### config.mk
export PLATFORM = sky130hd
export DESIGN_NAME = telemetry_rx
export DESIGN_NICKNAME = d
export VERILOG_FILES = /design/src/rtl/telemetry_rx.sv
export SDC_FILE = /design/constraint.sdc
export NUM_CORES = 1
export LEC_CHECK = 0
export CAP_MARGIN = 10
export CORE_AREA = 2 2 98 100
export CTS_BUF_LIST = sky130_fd_sc_hd__clkbuf_8
export DETAILED_ROUTE_END_ITERATION = 10
export DIE_AREA = 0 0 100 102
export PLACE_DENSITY = 0.79
export SLEW_MARGIN = 10
export SYNTH_ARGS = -nofsm -noshare
export SYNTH_HDL_FRONTEND = slang
export SYNTH_SLANG_ARGS = --single-unit
### constraint.sdc
create_clock -name clk -period 3 [get_ports clk]
set_clock_uncertainty 0.15 [all_clocks]
set_input_delay 0.3 -clock clk [delete_from_list [all_inputs] [get_ports clk]]
set_output_delay 0.3 -clock clk [all_outputs]
set_load 0.01 [all_outputs]
### src/rtl/telemetry_rx.sv
// telemetry_rx: 8N1 serial receiver and packet parser for the e-bike telemetry link (AA 55 + 6 payload bytes).
// Optional macro TELEM_RX_NIBBLE_CHK_EN rejects packets whose hi bytes carry a nonzero upper nibble.
`timescale 1ns/1ps
module telemetry_rx #(
    parameter int BAUD_DIV = 2604,
    parameter int GAP_BITS = 20
) (
    input  logic        clk,
    input  logic        rst_n,
    input  logic        RX,
    output logic [11:0] batt_v,
    output logic [11:0] curr,
    output logic [11:0] torque,
    output logic        vld,
    output logic        err
);
    localparam int CNT_W     = $clog2(BAUD_DIV + 1);
    localparam int GAP_LIMIT = GAP_BITS * BAUD_DIV;
    localparam int GAP_W     = $clog2(GAP_LIMIT + 1);
    localparam logic [CNT_W-1:0] BAUD_FULL = CNT_W'(BAUD_DIV);
    localparam logic [CNT_W-1:0] BAUD_HALF = CNT_W'(BAUD_DIV / 2);
    localparam logic [CNT_W-1:0] CNT_ONE   = CNT_W'(1);
    localparam logic [GAP_W-1:0] GAP_LAST  = GAP_W'(GAP_LIMIT - 1);
    localparam logic [GAP_W-1:0] GAP_ONE   = GAP_W'(1);

    typedef enum logic [2:0] {RX_IDLE, RX_START, RX_DATA, RX_STOP, RX_WAIT} rx_state_t;
    typedef enum logic [1:0] {HUNT_AA, HUNT_55, PAYLOAD} parse_state_t;

    rx_state_t          rx_state, rx_next;
    parse_state_t       p_state, p_next;
    logic               rx_meta, rx_sync, rx_prev;
    logic [CNT_W-1:0]   baud_cnt;
    logic [2:0]         bit_idx;
    logic [7:0]         rx_byte;
    logic               byte_rdy, frame_err;
    logic               tick, ld_half, ld_full, shift_en, fire_rdy, fire_ferr;
    logic [2:0]         idx;
    logic [39:0]        shadow;
    logic [GAP_W-1:0]   gap_cnt;
    logic               gap_run, gap_clr, store, update, enter_payload, shadow_clr;
    logic               vld_next, err_next, pkt_bad;
    logic               unused_nibbles;

    // rx_prev gives the falling-edge detector one more registered copy of the synchronized line
    always_ff @(posedge clk or negedge rst_n) begin
        if (!rst_n) begin
            rx_meta <= 1'b1;
            rx_sync <= 1'b1;
            rx_prev <= 1'b1;
        end else begin
            rx_meta <= RX;
            rx_sync <= rx_meta;
            rx_prev <= rx_sync;
        end
    end

    assign tick = (baud_cnt == CNT_ONE);

    always_ff @(posedge clk or negedge rst_n) begin
        if (!rst_n) rx_state <= RX_IDLE;
        else        rx_state <= rx_next;
    end

    always_comb begin
        rx_next   = rx_state;
        ld_half   = 1'b0;
        ld_full   = 1'b0;
        shift_en  = 1'b0;
        fire_rdy  = 1'b0;
        fire_ferr = 1'b0;
        case (rx_state)
            RX_IDLE: begin
                if (rx_prev && !rx_sync) begin
                    rx_next = RX_START;
                    ld_half = 1'b1;
                end
            end
            RX_START: begin
                if (tick) begin
                    if (!rx_sync) begin
                        rx_next = RX_DATA;
                        ld_full = 1'b1;
                    end else begin
                        rx_next = RX_IDLE;
                    end
                end
            end
            RX_DATA: begin
                if (tick) begin
                    ld_full  = 1'b1;
                    shift_en = 1'b1;
                    if (bit_idx == 3'd7) rx_next = RX_STOP;
                end
            end
            RX_STOP: begin
                // Returning to IDLE at mid-stop lets a back-to-back start bit be caught
                if (tick) begin
                    if (rx_sync) begin
                        fire_rdy = 1'b1;
                        rx_next  = RX_IDLE;
                    end else begin
                        fire_ferr = 1'b1;
                        rx_next   = RX_WAIT;
                    end
                end
            end
            RX_WAIT: begin
                if (rx_sync) rx_next = RX_IDLE;
            end
            default: rx_next = RX_IDLE;
        endcase
    end

    always_ff @(posedge clk or negedge rst_n) begin
        if (!rst_n) begin
            baud_cnt  <= '0;
            bit_idx   <= '0;
            rx_byte   <= '0;
            byte_rdy  <= 1'b0;
            frame_err <= 1'b0;
        end else begin
            byte_rdy  <= fire_rdy;
            frame_err <= fire_ferr;
            if (ld_half)              baud_cnt <= BAUD_HALF;
            else if (ld_full)         baud_cnt <= BAUD_FULL;
            else if (baud_cnt != '0)  baud_cnt <= baud_cnt - CNT_ONE;
            if (ld_half) begin
                bit_idx <= '0;
            end else if (shift_en) begin
                rx_byte <= {rx_sync, rx_byte[7:1]};
                bit_idx <= bit_idx + 3'd1;
            end
        end
    end

    assign gap_run = (p_state != HUNT_AA) && (rx_state == RX_IDLE);

    // Priority frame error > byte > gap timeout keeps vld and err mutually exclusive
    always_comb begin
        p_next        = p_state;
        store         = 1'b0;
        update        = 1'b0;
        enter_payload = 1'b0;
        shadow_clr    = 1'b0;
        gap_clr       = 1'b0;
        vld_next      = 1'b0;
        err_next      = 1'b0;
        if (frame_err) begin
            p_next   = HUNT_AA;
            err_next = 1'b1;
            gap_clr  = 1'b1;
        end else if (byte_rdy) begin
            gap_clr = 1'b1;
            case (p_state)
                HUNT_AA: begin
                    if (rx_byte == 8'hAA) p_next = HUNT_55;
                end
                HUNT_55: begin
                    if (rx_byte == 8'h55) begin
                        p_next        = PAYLOAD;
                        enter_payload = 1'b1;
                    end else if (rx_byte != 8'hAA) begin
                        p_next   = HUNT_AA;
                        err_next = 1'b1;
                    end
                end
                PAYLOAD: begin
                    store = 1'b1;
                    if (idx == 3'd5) begin
                        p_next = HUNT_AA;
                        if (pkt_bad) begin
                            err_next = 1'b1;
                        end else begin
                            update   = 1'b1;
                            vld_next = 1'b1;
                        end
                    end
                end
                default: p_next = HUNT_AA;
            endcase
        end else if (gap_run && (gap_cnt == GAP_LAST)) begin
            p_next     = HUNT_AA;
            err_next   = 1'b1;
            gap_clr    = 1'b1;
            shadow_clr = 1'b1;
        end
    end

`ifdef TELEM_RX_NIBBLE_CHK_EN
    logic nib_bad;

    always_ff @(posedge clk or negedge rst_n) begin
        if (!rst_n)
            nib_bad <= 1'b0;
        else if (enter_payload)
            nib_bad <= 1'b0;
        else if (store && !idx[0] && (rx_byte[7:4] != 4'h0))
            nib_bad <= 1'b1;
    end

    assign pkt_bad = nib_bad;
`else
    assign pkt_bad = 1'b0;
`endif

    // The last payload byte is used straight from rx_byte, so the shadow holds only bytes 0-4
    always_ff @(posedge clk or negedge rst_n) begin
        if (!rst_n) begin
            p_state <= HUNT_AA;
            idx     <= '0;
            shadow  <= '0;
            gap_cnt <= '0;
            batt_v  <= '0;
            curr    <= '0;
            torque  <= '0;
            vld     <= 1'b0;
            err     <= 1'b0;
        end else begin
            p_state <= p_next;
            vld     <= vld_next;
            err     <= err_next;
            if (gap_clr || (p_state == HUNT_AA)) gap_cnt <= '0;
            else if (gap_run)                    gap_cnt <= gap_cnt + GAP_ONE;
            if (enter_payload)  idx <= '0;
            else if (store)     idx <= idx + 3'd1;
            if (shadow_clr) begin
                shadow <= '0;
            end else if (store) begin
                case (idx)
                    3'd0:    shadow[7:0]   <= rx_byte;
                    3'd1:    shadow[15:8]  <= rx_byte;
                    3'd2:    shadow[23:16] <= rx_byte;
                    3'd3:    shadow[31:24] <= rx_byte;
                    3'd4:    shadow[39:32] <= rx_byte;
                    default: ;
                endcase
            end
            if (update) begin
                batt_v <= {shadow[3:0], shadow[15:8]};
                curr   <= {shadow[19:16], shadow[31:24]};
                torque <= {shadow[35:32], rx_byte};
            end
        end
    end

    assign unused_nibbles = ^{shadow[7:4], shadow[23:20], shadow[39:36]};

endmodule
Word-level counts from Yosys, hierarchy flattened --
Index checks and enable logic that the tools add are counted.
Storage, ports and cells: flip-flop bits (word level) 118, bits in latches 0, bits in writable memories 0, bits in read-only memories 0, output and inout port bits 38, memories kept 0
Operators by class: add/subtract/negate cells 4, multiply operators 0, divide/modulo/power cells 0, $lt $le $gt $ge 0, equality and inequality tests 26, shift operators 0, muxes and demuxes 65, bitwise logic cells 1, reduce and logical (&&, ||, !) cells 29
Operators with widths (number):
- $mux W36 | 2
- $mux W12 | 3
- $mux W3 | 11
- $mux W16 | 2
- $mux W8 | 4
- $mux W1 | 31
- $reduce_bool A2 Y1 | 10
- $add A16 B1 Y16 const B | 1
- $eq A16 B16 Y1 const B | 1
- $mux W2 | 8
- $pmux W3 S5 | 1
- $eq A12 B1 Y1 const B | 1
- $eq A3 B2 Y1 const B | 4
- $eq A3 B3 Y1 const B | 4
- $ne A2 B2 Y1 const B | 6
- $reduce_and A2 Y1 | 6
- $reduce_bool A12 Y1 | 1
- $sub A12 B1 Y12 const B | 1
- $eq A8 B7 Y1 const B | 1
- $eq A8 B8 Y1 const B | 1
- $ne A4 B4 Y1 const B | 2
- $ne A8 B8 Y1 const B | 1
- $add A3 B1 Y3 const B | 2
- $eq A3 B1 Y1 const B | 2
- other kinds (15) | 19

Depth between registers and ports, before layout --
depth in word-level cells 8, gate-level depth with buffers 8, mapped depth without buffers 6

Worst setup path before layout --
No wires, ideal clock.
path kind register -> register, start point register baud_cnt[8], end point register rx_byte[0], library setup time 0.125 ns, arrival time 2.372 ns, data required time 2.725 ns, slack 0.353 ns, stages on the path, launching flop included 7, path buffers 2, cells stage by stage dfrtp_1 -> or4_1 -> buf_2 -> or4_4 -> or3_4 -> buf_6 -> mux2_4
Between the ends: longest elaborated chain between the ends 4
Ends and longest elaborated chain:
- from (decl) | line 32 | logic [CNT_W-1:0] baud_cnt;
- from (signal assigned) | line 126 | else if (baud_cnt != '0) baud_cnt <= baud_cnt - CNT_ONE;
- $eq A12 B1 Y1 | line 57 | assign tick = (baud_cnt == CNT_ONE);
- $mux W1 | line 89 | if (tick) begin
- $mux W1 | line 71 | case (rx_state)
- $reduce_and A2 Y1 (no line)
- to (signal assigned) | line 130 | rx_byte <= {rx_sync, rx_byte[7:1]};
- to (decl) | line 34 | logic [7:0] rx_byte;
No other way between the ends. A chain may end at the register's enable or synchronous reset.

Worst setup path in the final report --
start point register baud_cnt[8], end point register rx_byte[3]
Same word-level chain as after synthesis.

==> run metrics <==
status=finished clean; Inserted Clock Buffers=17; Cells after Synth=463; syn_nets=476; DR vias/cell=5.87; IO Port Bufs=40; CP max stage delay=650 ps; worst min-delay path startpoint=RX; clock share of power=0.394; clk buf depth=2; flops & latches, synth=118; Routed Antenna Nets=0; Worst Setup End Kind=register; commonest non-fill, non-tap cells in the layout=dfrtp_1, nor2_1, clkdlybuf4s50_1; initial DRC count=176; maximum clock frequency=366 MHz; ys async rst share=1.00; Reg clk slew, reported paths=80 ps; die area=10,200 um2; Pleak=2.89 nW; Period Utilization, post-route=0.911; GRT Total Usage=0.221; CP Launch Type=register; routed wire length=10,300 um; remaining global-route overflow=0; MaxCap Viol Count=0; CTS tree=built; CTS resizes=0; routed vias=3,688; largest family of logic cells by synthesized area=simple AND/OR/NAND/NOR gates; EDFF count, synth=0; vias in the first global route=3,661; Final min period=2730 ps; sequential share of the synthesized area=0.556; Top FF cell, synth=dfrtp_1; Yosys cell types=50; chip width=100 um; area of the core=9110 um2; first-pass GRT wire length=17,700 um; CTS root buf=clkbuf_8; H-tree Lvls=4; Comb power frac=0.096; crit path buf inv count=0; RSZ-0062 raised after global routing=false; area growth from synthesis to layout=16.7%; detailed placer's ending HPWL=6750 um; diodes inserted=0; Sw Ratio=0.281; clk_lat worst skew=420 ps; commonest non-fill, non-tap cell in the layout=dfrtp_1; hold slack=138 ps; TNS Setup=0 ps; Starting Density=0.584; Max IR drop VDD=0.000456 V; clk sinks=118; post-route DRC violation count=0; CP Cell Sequence=or4_1 -> or4_4 -> or3_4 -> mux2_4; Sw Pwr=0.982 mW; worst setup margin=266 ps; WL/cell=16.4 um; Synth Area in Adders=0.0235; CP Launch Point=baud_cnt[8]$_DFFE_PN0P_; CP Max Fanout=11; setup violators final=0; RD Place Congestion=0.843; final hold vios=0; Worst Tran Pin Value=803 ps; Power Internal=2.52 mW; HP Class=in2reg; reg-to-reg startpoint=baud_cnt[8]$_DFFE_PN0P_; Final nets=517; post-synthesis mux area share=0.143; max_slew headroom=0.460; Cell Area, Placed=5810 um2; slowest stage cell, crit path=or4_1; pin count of the biggest net entering global routing=65; Pwr Density=564 nW/um2; initial antenna violation count=0; FILL cells=674; Avg Inst Size Synth=11.5 um2; kind of critical path=reg2reg; required time of the critical path=3150 ps; Worst EP arrival=2880 ps; share of layout cells above drive strength 1=0.195; Ports=41; Reg power frac=0.510; fin. max-slew vios=0; Cell Area, Synth=5320 um2; post-synthesis compound-gate area fraction=0.0604; drt pass-1 iters=5; Rows=35; Die Y=102 um; Setup WS pre-CTS=302 ps; critical path's top delay family=simple AND/OR/NAND/NOR gates; Yosys Warn Count=0; Synth Area in Simple Gates=0.158; xor and xnor area share after synthesis=0.0263; post-route cell area=6210 um2
==> through the flow <==
stage          std cells  total power [mW]   util
2_1_floorplan        463              2.04      -
3_3_place_gp         595              2.11  0.638
3_5_place_dp         595              2.14  0.638
4_1_cts              628              3.52  0.682
5_1_grt              628              3.66  0.682
6_report             628              3.50  0.682
==> power by group through the flow <==
| stage | Sequential [mW] | Combinational [mW] | Clock, mW |
|---|---|---|---|
| 6_report | 1.78 | 0.335 | 1.38 |
| 5_1_grt | 1.80 | 0.382 | 1.48 |
| 4_1_cts | 1.78 | 0.337 | 1.41 |
| 3_5_place_dp | 1.81 | 0.334 | 0 |
| 3_3_place_gp | 1.79 | 0.316 | 0 |
| 2_1_floorplan | 1.77 | 0.270 | 0 |
==> sequential cells by signal (all words and copies together), names as in the netlist <==
signal	count
baud_cnt	12
torque	12
p_state	2
idx	3
byte_rdy	1
batt_v	12
shadow	28
frame_err	1
rx_byte	8
bit_idx	3
rx_state	3
rx_prev	1
vld	1
curr	12
rx_sync	1
err	1
gap_cnt	16
rx_meta	1
==> routing by layer <==
| metal | global-route usage | up-vias | routed length, um |
|---|---|---|---|
| li1 | - | 1721 | - |
| met1 | 0.288 | 1834 | 4480 |
| met2 | 0.374 | 115 | 5160 |
| met3 | 0.0479 | 18 | 485 |
| met4 | 0.0748 | 0 | 138 |
| met5 | 0 | - | 0 |
==> synth_stat cells (2+ instances only) <==
cell type  count  area (um2)
dfrtp_1      115        2880
nor2_1        48         180
mux2_2        37         417
nand2_1       29         109
a21oi_1       24         120
mux2i_1       24         240
nand3_1       19        95.1
inv_1         16        60.1
clkbuf_1      15        56.3
xnor2_1       14         123
ha_1          10         125
nor3_1         9        45.0
buf_2          8        40.0
nor4_1         8        50.1
mux2_4         7         105
or3_1          7        43.8
nand4_1        6        37.5
o21ai_0        6        30.0
nor4bb_1       5        50.1
a31o_2         4        35.0
nand2b_1       4        25.0
or4_1          4        30.0
a211oi_1       3        22.5
and3_1         3        18.8
dfstp_2        3        78.8
or3b_2         3        26.3
a31oi_1        2        12.5
buf_1          2        7.51
nand3b_1       2        15.0
nor2b_1        2        12.5
o2111ai_1      2        17.5
o211ai_1       2        15.0
or4b_1         2        20.0
xor2_1         2        17.5
==> kinds of logic (layout without fill, tap and decap cells) <==
group | count (synthesis) | in the layout
adder cells (fa/ha/maj) | 10 | 10
multiplexers | 68 | 68
buffers and inverters | 42 | 96
AND/OR/NAND/NOR | 158 | 158
AO/OA/AOI/OAI | 51 | 51
XOR/XNOR | 16 | 16
flip-flops | 118 | 118
==> worst paths after layout <==
kind	to	slack (ps)	depth (start not counted)
min	rx_meta$_DFF_PN1_	140	1
min in group asynchronous	torque[10]$_DFFE_PN0P_	300	2
max reg2reg	rx_byte[3]$_DFFE_PN0P_	270	4
max	rx_byte[3]$_DFFE_PN0P_	270	4
min reg2reg	rx_sync$_DFF_PN1_	210	0
max in group asynchronous	rx_meta$_DFF_PN1_	1580	3
==> what timing repair did <==
item	4_1_cts	5_1_grt
hold endpoints to repair	54	0
buffers inserted	0	0
hold buffers	1	0
setup endpoints to repair	0	0
==> cell type report <==
class	count	area [um2]	area share
inverters	16	60.1	0.00967
clock buffers	18	248	0.0399
well taps	111	139	0.0224
flip-flops and latches	118	2960	0.476
multi-input cells	303	2190	0.353
clock inverters	14	138	0.0222
repair buffers	48	473	0.0762
No activity file was read; power rests on OpenSTA's default activity.
